--- src/rtl/pwm_fade_sequencer_pkg.sv ---
// pwm_pkg: shared types and default widths for the PWM fade sequencer.
//   ch_state_t  per-channel sequencer state (idle / ramping)
//   fade_cmd_t  one fade command (target level, step size, rate divider)
//               at the default CW/DW widths
package pwm_pkg;

    localparam int unsigned CW_DEFAULT = 16;
    localparam int unsigned DW_DEFAULT = 8;

    typedef enum logic {
        CH_IDLE,
        CH_RAMP
    } ch_state_t;

    typedef struct packed {
        logic [CW_DEFAULT-1:0] target;
        logic [CW_DEFAULT-1:0] step;
        logic [DW_DEFAULT-1:0] div;
    } fade_cmd_t;

endpackage

--- src/rtl/pwm_fade_sequencer_channel.sv ---
// pwm_fade_channel: one fade channel of the PWM fade sequencer.
// Holds the channel's level, latched command, rate divider and the compare
// register that feeds a PWM generator. Compare is reloaded only on
// period_tick, so each PWM period sees a constant compare value.
// Optional feature: `PWM_GAMMA_EN squares the level (level*level >> CW)
// into compare, registered one cycle after the period_tick load.
// Ports:
//   CLK, RST      clock, synchronous active-high reset
//   period_tick   one-cycle pulse at PWM counter wrap
//   accept        command for this channel accepted this cycle
//   cmd_target    target level to ramp toward
//   cmd_step      level change per step (0 treated as 1)
//   cmd_div       period_ticks between steps, minus 1
//   compare       compare value for the PWM generator
//   busy          channel is ramping
//   done          one-cycle pulse when the target is reached
module pwm_fade_channel
    import pwm_pkg::*;
#(
    parameter int unsigned CW = CW_DEFAULT,
    parameter int unsigned DW = DW_DEFAULT
) (
    input  logic          CLK,
    input  logic          RST,
    input  logic          period_tick,
    input  logic          accept,
    input  logic [CW-1:0] cmd_target,
    input  logic [CW-1:0] cmd_step,
    input  logic [DW-1:0] cmd_div,
    output logic [CW-1:0] compare,
    output logic          busy,
    output logic          done
);

    ch_state_t     state, state_n;
    logic [CW-1:0] level, level_n;
    logic [CW-1:0] tgt, tgt_n;
    logic [CW-1:0] step, step_n;
    logic [DW-1:0] div, div_n;
    logic [DW-1:0] divcnt, divcnt_n;
    logic          done_n;
    logic [CW-1:0] cmp_src;

    logic [CW:0]   sum;
    logic [CW-1:0] stepped;

    // One step toward the target, clamped at the target. The rising sum is
    // kept one bit wider so it cannot wrap past the top of the range.
    always_comb begin
        sum = {1'b0, level} + {1'b0, step};
        if (tgt > level) begin
            stepped = (sum >= {1'b0, tgt}) ? tgt : sum[CW-1:0];
        end else if ((level < step) || ((level - step) <= tgt)) begin
            stepped = tgt;
        end else begin
            stepped = level - step;
        end
    end

    always_comb begin
        state_n  = state;
        level_n  = level;
        tgt_n    = tgt;
        step_n   = step;
        div_n    = div;
        divcnt_n = divcnt;
        done_n   = 1'b0;
        case (state)
            CH_IDLE: begin
                if (accept) begin
                    tgt_n    = cmd_target;
                    step_n   = (cmd_step == '0) ? CW'(1) : cmd_step;
                    div_n    = cmd_div;
                    divcnt_n = '0;
                    state_n  = CH_RAMP;
                end
            end
            CH_RAMP: begin
                if (period_tick) begin
                    if (divcnt == div) begin
                        divcnt_n = '0;
                        level_n  = stepped;
                    end else begin
                        divcnt_n = divcnt + DW'(1);
                    end
                end
                // Also covers a command whose target equals the current
                // level: one cycle in RAMP, then done without any step.
                if (level_n == tgt) begin
                    state_n = CH_IDLE;
                    done_n  = 1'b1;
                end
            end
            default: state_n = CH_IDLE;
        endcase
    end

    always_ff @(posedge CLK) begin
        if (RST) begin
            state   <= CH_IDLE;
            level   <= '0;
            tgt     <= '0;
            step    <= '0;
            div     <= '0;
            divcnt  <= '0;
            done    <= 1'b0;
            cmp_src <= '0;
        end else begin
            state   <= state_n;
            level   <= level_n;
            tgt     <= tgt_n;
            step    <= step_n;
            div     <= div_n;
            divcnt  <= divcnt_n;
            done    <= done_n;
            // Load the post-step level so a step reaches compare on the
            // same edge the PWM counter wraps.
            if (period_tick) begin
                cmp_src <= level_n;
            end
        end
    end

    assign busy = (state == CH_RAMP);

`ifdef PWM_GAMMA_EN
    logic [2*CW-1:0] square;

    assign square = {{CW{1'b0}}, cmp_src} * {{CW{1'b0}}, cmp_src};

    always_ff @(posedge CLK) begin
        if (RST) begin
            compare <= '0;
        end else begin
            compare <= square[2*CW-1:CW];
        end
    end
`else
    assign compare = cmp_src;
`endif

endmodule

--- src/rtl/pwm_fade_sequencer.sv ---
// pwm_fade_sequencer: sequences the compare values of NUM_CH PWM generators
// so LEDs fade between brightness levels without CPU intervention.
// Optional feature: `PWM_GAMMA_EN applies a square-law gamma curve to the
// compare outputs (one extra cycle of compare latency).
// Ports:
//   CLK, RST     clock, synchronous active-high reset
//   period_tick  one-cycle pulse when the PWM counter wraps to 0
//   cmd_valid    fade command present
//   cmd_ready    command can be accepted (channel idle, not in reset)
//   cmd_ch       target channel index (out-of-range commands are dropped)
//   cmd_target   target level
//   cmd_step     level change per step (0 treated as 1)
//   cmd_div      period_ticks between steps, minus 1
//   compare      per-channel compare values, channel i at [i*CW +: CW]
//   busy         per-channel ramping flag
//   done         per-channel one-cycle pulse on reaching target
module pwm_fade_sequencer
    import pwm_pkg::*;
#(
    parameter  int unsigned NUM_CH = 2,
    parameter  int unsigned CW     = CW_DEFAULT,
    parameter  int unsigned DW     = DW_DEFAULT,
    localparam int unsigned CHW    = (NUM_CH > 1) ? $clog2(NUM_CH) : 1
) (
    input  logic                 CLK,
    input  logic                 RST,
    input  logic                 period_tick,
    input  logic                 cmd_valid,
    output logic                 cmd_ready,
    input  logic [CHW-1:0]       cmd_ch,
    input  logic [CW-1:0]        cmd_target,
    input  logic [CW-1:0]        cmd_step,
    input  logic [DW-1:0]        cmd_div,
    output logic [NUM_CH*CW-1:0] compare,
    output logic [NUM_CH-1:0]    busy,
    output logic [NUM_CH-1:0]    done
);

    logic          ch_in_range;
    logic [CW-1:0] ch_compare [NUM_CH];

    assign ch_in_range = ({{(32-CHW){1'b0}}, cmd_ch} < 32'(NUM_CH));

    // Out-of-range channels report ready so the sender is never stalled;
    // such commands match no channel and are dropped.
    always_comb begin
        cmd_ready = 1'b0;
        if (!RST) begin
            cmd_ready = ch_in_range ? ~busy[cmd_ch] : 1'b1;
        end
    end

    for (genvar i = 0; i < NUM_CH; i++) begin : g_ch
        logic accept;

        assign accept = cmd_valid & cmd_ready & ch_in_range & (cmd_ch == CHW'(i));

        pwm_fade_channel #(
            .CW (CW),
            .DW (DW)
        ) u_ch (
            .CLK         (CLK),
            .RST         (RST),
            .period_tick (period_tick),
            .accept      (accept),
            .cmd_target  (cmd_target),
            .cmd_step    (cmd_step),
            .cmd_div     (cmd_div),
            .compare     (ch_compare[i]),
            .busy        (busy[i]),
            .done        (done[i])
        );

        assign compare[i*CW +: CW] = ch_compare[i];
    end

endmodule

--- config.mk ---
export PLATFORM = sky130hd
export DESIGN_NAME = pwm_fade_sequencer
export DESIGN_NICKNAME = d
export VERILOG_FILES = /design/src/rtl/pwm_fade_sequencer_pkg.sv /design/src/rtl/pwm_fade_sequencer_channel.sv /design/src/rtl/pwm_fade_sequencer.sv
export SDC_FILE = /design/constraint.sdc
export NUM_CORES = 1
export LEC_CHECK = 0
export CORE_MARGIN = 2
export CORE_UTILIZATION = 66
export CTS_BUF_LIST = sky130_fd_sc_hd__clkbuf_8 sky130_fd_sc_hd__clkbuf_16
export CTS_CLUSTER_DIAMETER = 200
export DETAILED_ROUTE_END_ITERATION = 6
export HOLD_SLACK_MARGIN = 0.03
export PLACE_DENSITY = 0.87
export SLEW_MARGIN = 0
export SYNTH_ARGS = -nofsm -noshare
export SYNTH_HDL_FRONTEND = slang
export SYNTH_SLANG_ARGS = --single-unit
--- constraint.sdc ---
create_clock -name CLK -period 12.91 [get_ports CLK]
set_input_delay 2.582 -clock CLK [delete_from_list [all_inputs] [get_ports CLK]]
set_output_delay 2.582 -clock CLK [all_outputs]
set_load 0.01 [all_outputs]
After elaboration in Yosys (flattened, before gate mapping)
Index checks and enable logic that the tools add are counted.

cells by class
  bitwise logic cells = 7
  order comparisons = 9
  $add $sub $neg = 6
  eq/ne operators = 8
  mux-type cells = 34
  reductions and logical operators = 9

operators with widths
  cell                   number
  $mux W16               15
  $mux W8                6
  $add A16 B16 Y17       2
  $ge A17 B16 Y1         2
  $eq A16 B16 Y1         2
  $gt A16 B16 Y1         2
  $le A16 B16 Y1         2
  $lt A16 B16 Y1         2
  $pmux W8 S2            2
  $sub A16 B16 Y16       2
  $add A8 B1 Y8 const B  2
  $eq A8 B8 Y1           2
  $logic_not A16 Y1      1
  $mux W1                9
  $ne A2 B2 Y1 const B   4
  $reduce_and A2 Y1      4
  $not A1 Y1             4
  $pmux W1 S2            2
  $reduce_or A2 Y1       2
  $and A1 B1 Y1          3
  $logic_or A1 B1 Y1     2
  $lt A1 B2 Y1 const B   1

storage, ports and cells
  output and inout bits = 37
  word-level logic and storage cells = 89
  input bits = 45
  bits in registers = 164

Logic depth before layout (Yosys ltp)
  depth after elaboration = 11
  depth in mapped cells = 24
  mapped depth without buffers = 21

Cells and area by module
Synthesis repeated with hierarchy kept, for this count alone.

second synthesis, totals
  cell total of the unflattened synthesis = 1,875
  area, all modules = 14,178.6 µm²

by module, submodules not included
  module                            area each (µm²)  sequential area each (µm²)  cells each  instances
  pwm_fade_channel at g_ch[1].u_ch  7,221.9          1,641.6                     962         1
  pwm_fade_channel at g_ch[0].u_ch  6,897.9          1,641.6                     909         1
  pwm_fade_sequencer                58.8             0.0                         4           1

Least setup slack after synthesis
No wires, ideal clock.

  path kind = input to output
  from = in RST
  to = out cmd_ready
  arrival = 3.117 ns
  buffers on the path = 1
  path slack = 7.211 ns
  stages on the path = 2
  cells stage by stage = clkbuf_1 > a211oi_1

between the ends
  word-level cells in the longest chain between the ends = 1

ends and longest elaborated chain
  element      RTL line                  RTL
  from (decl)  pwm_fade_sequencer.sv:26  input logic RST,
  $mux W1      pwm_fade_sequencer.sv:48  if (!RST) begin
  to (decl)    pwm_fade_sequencer.sv:29  output logic cmd_ready,

Every way passes these cells.

Worst setup path in the final report
  from = in cmd_ch
  to = out cmd_ready

between the ends
  word-level cells in the longest chain between the ends = 4

ends and longest elaborated chain
  element                                     RTL line                  RTL
  from (decl)                                 pwm_fade_sequencer.sv:30  input logic [CHW-1:0] cmd_ch,
  $mux W1 (implied by the code) (2 in a row)  pwm_fade_sequencer.sv:49  cmd_ready = ch_in_range ? ~busy[cmd_ch] : 1'b1;
  $not A1 Y1                                  pwm_fade_sequencer.sv:49
  $mux W1                                     pwm_fade_sequencer.sv:48

Every way passes these cells. The select of a mux whose other input is x is not followed.

==> out/metrics.csv <==
stage,metric,value,unit
finish,drive_gt1_share,3.91,%
drt,postRouteAntennaNets,0,
synth,avgSynthCellArea,7.53,um2
timing,skew,0.0229,ns
synth,syn-num-nets,2052,
outcome,status,"finished, final reports clean",
floorplan,dieArea,0.0222,mm2
setup_path,crit_buf_inv,2,
global_route,grt_pass1_vias,13400,
synth,synth_warnings,0,
finish,nNetsFinal,2065,
clock_network,cts_setup_buffers,0,
synth,yosys_most_used_dff,dfxtp_1,
synth,synth_cell_types,89,
drt,dr_wl_met3,5020,um
synth,synth_top_area_share,23.7,%
synth,syn-cell-area,0.0139,mm2
setup_path,worst_setup_path_start_kind,primary input,
global_route,grt_antenna_before_repair,0,
clock_network,cts_root_buf,clkbuf_16,
power,p_per_area,213,mW/mm2
placed_design,port-buffer-count,81,
clock_network,h-tree-depth,4,
drt,routed_wl,47600,um
finish,diodes,0,
power,p_total,3250,uW
drt,wl_met2,21100,um
timing,fmax,150,MHz
setup_path,cp_common_cell,clkdlybuf4s50_1,
setup_path,critPathSlowestCell,clkdlybuf4s50_1,
timing,maxSlewViolCount,0,
power,vdd_drop_max,0.000110,V
synth,synth_common_cells,"nand2_1 (224), a21oi_1 (193), dfxtp_1 (164), nor2_1 (163), ha_1 (162)",
clock_network,cts_resized,0,
setup_path,cp.required,10.33,ns
synth,yosysSeqAreaShare,23.7,%
timing,setup_viol,0,
drt,wl_met1,19100,um
hold_path,hold_class,flop to flop,
global_route,gr-usage-all-layers,42.1,%
setup_path,endpoint_kind,primary output,
clock_network,cts.sinks,164,
synth,ys_seq_elements,164,
drt,drc_errors,0,
synth,synth_edf_count,0,
finish,final_core_util,73.5,%
global_route,grt_pass1_wl,72600,um
clock_network,path_clk_slew,0.08,ns
drt,wl_per_cell,22.2,um
finish,syn_to_final_growth,10.4,%
clock_network,cts_tree,built,
drt,drtIter0Drc,1616,
setup_path,cp_data_arrival_time,4.11,ns
job,cap_violations,0,
drt,vias,14400,
timing,grt_setup_unrepaired,false,
drt,vias_per_cell,6.70,
placed_design,dp_hpwl,36300,um
synth,async_reset_ff_share,0,%
synth,yosysMostFrequentCell,nand2_1,
synth,yosys.area.top_type,dfxtp_1,
global_route,gr-total-overflow,0,
clock_network,clock_tree.buffer_depth,2,
setup_path,max_stage_delay,0.60,ns
clock_network,ctsHoldBuffers,0,
floorplan,start_util,66.6,%
setup_path,crit_path_max_fanout,6,
timing,fin_crit_sh,51.8,%
timing,tns,0,ns
global_route,grt_max_degree,89,
floorplan,ios,82,
clock_network,worstSkewPairLatency,0.45,ns
power,p_leak,0.00611,uW
floorplan,chipWidth,149,um
drt,dr.pass1.iters,7,
placed_design,place_congestion,1.03,
finish,fill_cells,1627,
setup_path,crit_type,primary input to primary output,
floorplan,die_height,149,um
timing,hold_viol_final,0,
setup_path,cp_top_family,buffers and inverters,
floorplan,fp.coreArea,0.0208,mm2
drt,top_layer,met4,
synth,synth.area.top_cells,"dfxtp_1 (24%), ha_1 (15%), a21oi_1 (7.0%), nand2_1 (6.1%), xnor2_1 (5.5%)",
floorplan,fp-row-count,53,
synth,synthCells,1841,
timing,worstMarginPinSlew,0.927,ns
timing,relSlewSlack,36.6,%
timing,fin_crit,6.69,ns
clock_network,numCtsBuffers,17,
setup_path,worstPathCellList,clkdlybuf4s50_1 > nor2b_1 > a211oi_1 > clkdlybuf4s50_1,
metal layers:
metal  global-route usage (%)  vias up
li1                         -     6577
met1                     55.4     6723
met2                     67.2      864
met3                     8.07      188
met4                     18.4        0
met5                        0        -
path summary, 6_finish.rpt:
check                                           start                 endpoint  slack (ns)  cells after the start
worst max-delay path                           cmd_ch                cmd_ready        6.22                      4
worst min-delay path              g_ch[0].u_ch.div[1]      g_ch[0].u_ch.div[1]        0.47                      2
worst max register to register  g_ch[0].u_ch.level[1]  g_ch[0].u_ch.compare[7]        6.62                     17
worst min register to register    g_ch[0].u_ch.div[1]      g_ch[0].u_ch.div[1]        0.47                      2
state kept, by name, summed over array words and instances, names as in the netlist:
register	flops
g_ch.u_ch.compare	32
g_ch.u_ch.level	32
g_ch.u_ch.step	32
g_ch.u_ch.tgt	32
g_ch.u_ch.div	16
g_ch.u_ch.divcnt	16
g_ch.u_ch.busy	2
g_ch.u_ch.done	2
where the power goes:
group | internal (uW) | switching (uW) | leakage (uW)
sequential | 544 | 69.0 | 0.00133
combinational | 776 | 1330 | 0.00448
clock | 267 | 271 | 0.000300
metrics by stage:
stage	cells	hold slack (ns)	setup WS (ns)	area, um2
finish	2142	0.474	6.22	15300
global route	2142	0.489	6.15	15300
CTS	2142	0.475	6.23	15300
detailed placement	2110	0.464	6.25	14700
global placement	2110	0.457	6.36	14700
floorplan	1841	0.449	7.21	13900
placed cells by master, fill, tap and decap left out, types with 25 or more instances in the layout:
cell type          n
ha_1             162
nor3_1            34
a211oi_1          55
clkdlybuf4s50_1   79
nand3_1           26
o21ai_0           62
a21o_1            25
nor2b_1           30
a21oi_1          193
dfxtp_1          164
nand4_1           34
nor2_1           163
xnor2_1           87
nand2_1          224
inv_1            138
logic make-up (layout without fill, tap and decap cells):
group | Yosys count | in the layout | synth area share (%)
XOR/XNOR | 111 | 111 | 7.27
AND/OR/NAND/NOR | 621 | 621 | 21.0
buffers and inverters | 237 | 263 | 6.89
AO/OA/AOI/OAI | 526 | 526 | 24.8
adder cells (fa/ha/maj) | 166 | 166 | 15.2
flip-flops | 164 | 164 | 23.7
multiplexers | 16 | 16 | 1.16
area by class of cell:
class | instances | area (um2) | share of cell area, %
inverters | 139 | 522 | 3.41
well taps | 275 | 344 | 2.25
clock inverters | 15 | 199 | 1.30
repair buffers | 92 | 886 | 5.79
clock buffers | 17 | 425 | 2.78
multi-input cells | 1440 | 9650 | 63.0
flip-flops and latches | 164 | 3280 | 21.5
tightest hold or removal path, stage by stage (launching register included):
cell	delay, ns
dfxtp_1	0.33
nand2_1	0.05
a21oi_1	0.05
No activity file was read; power rests on OpenSTA's default activity.
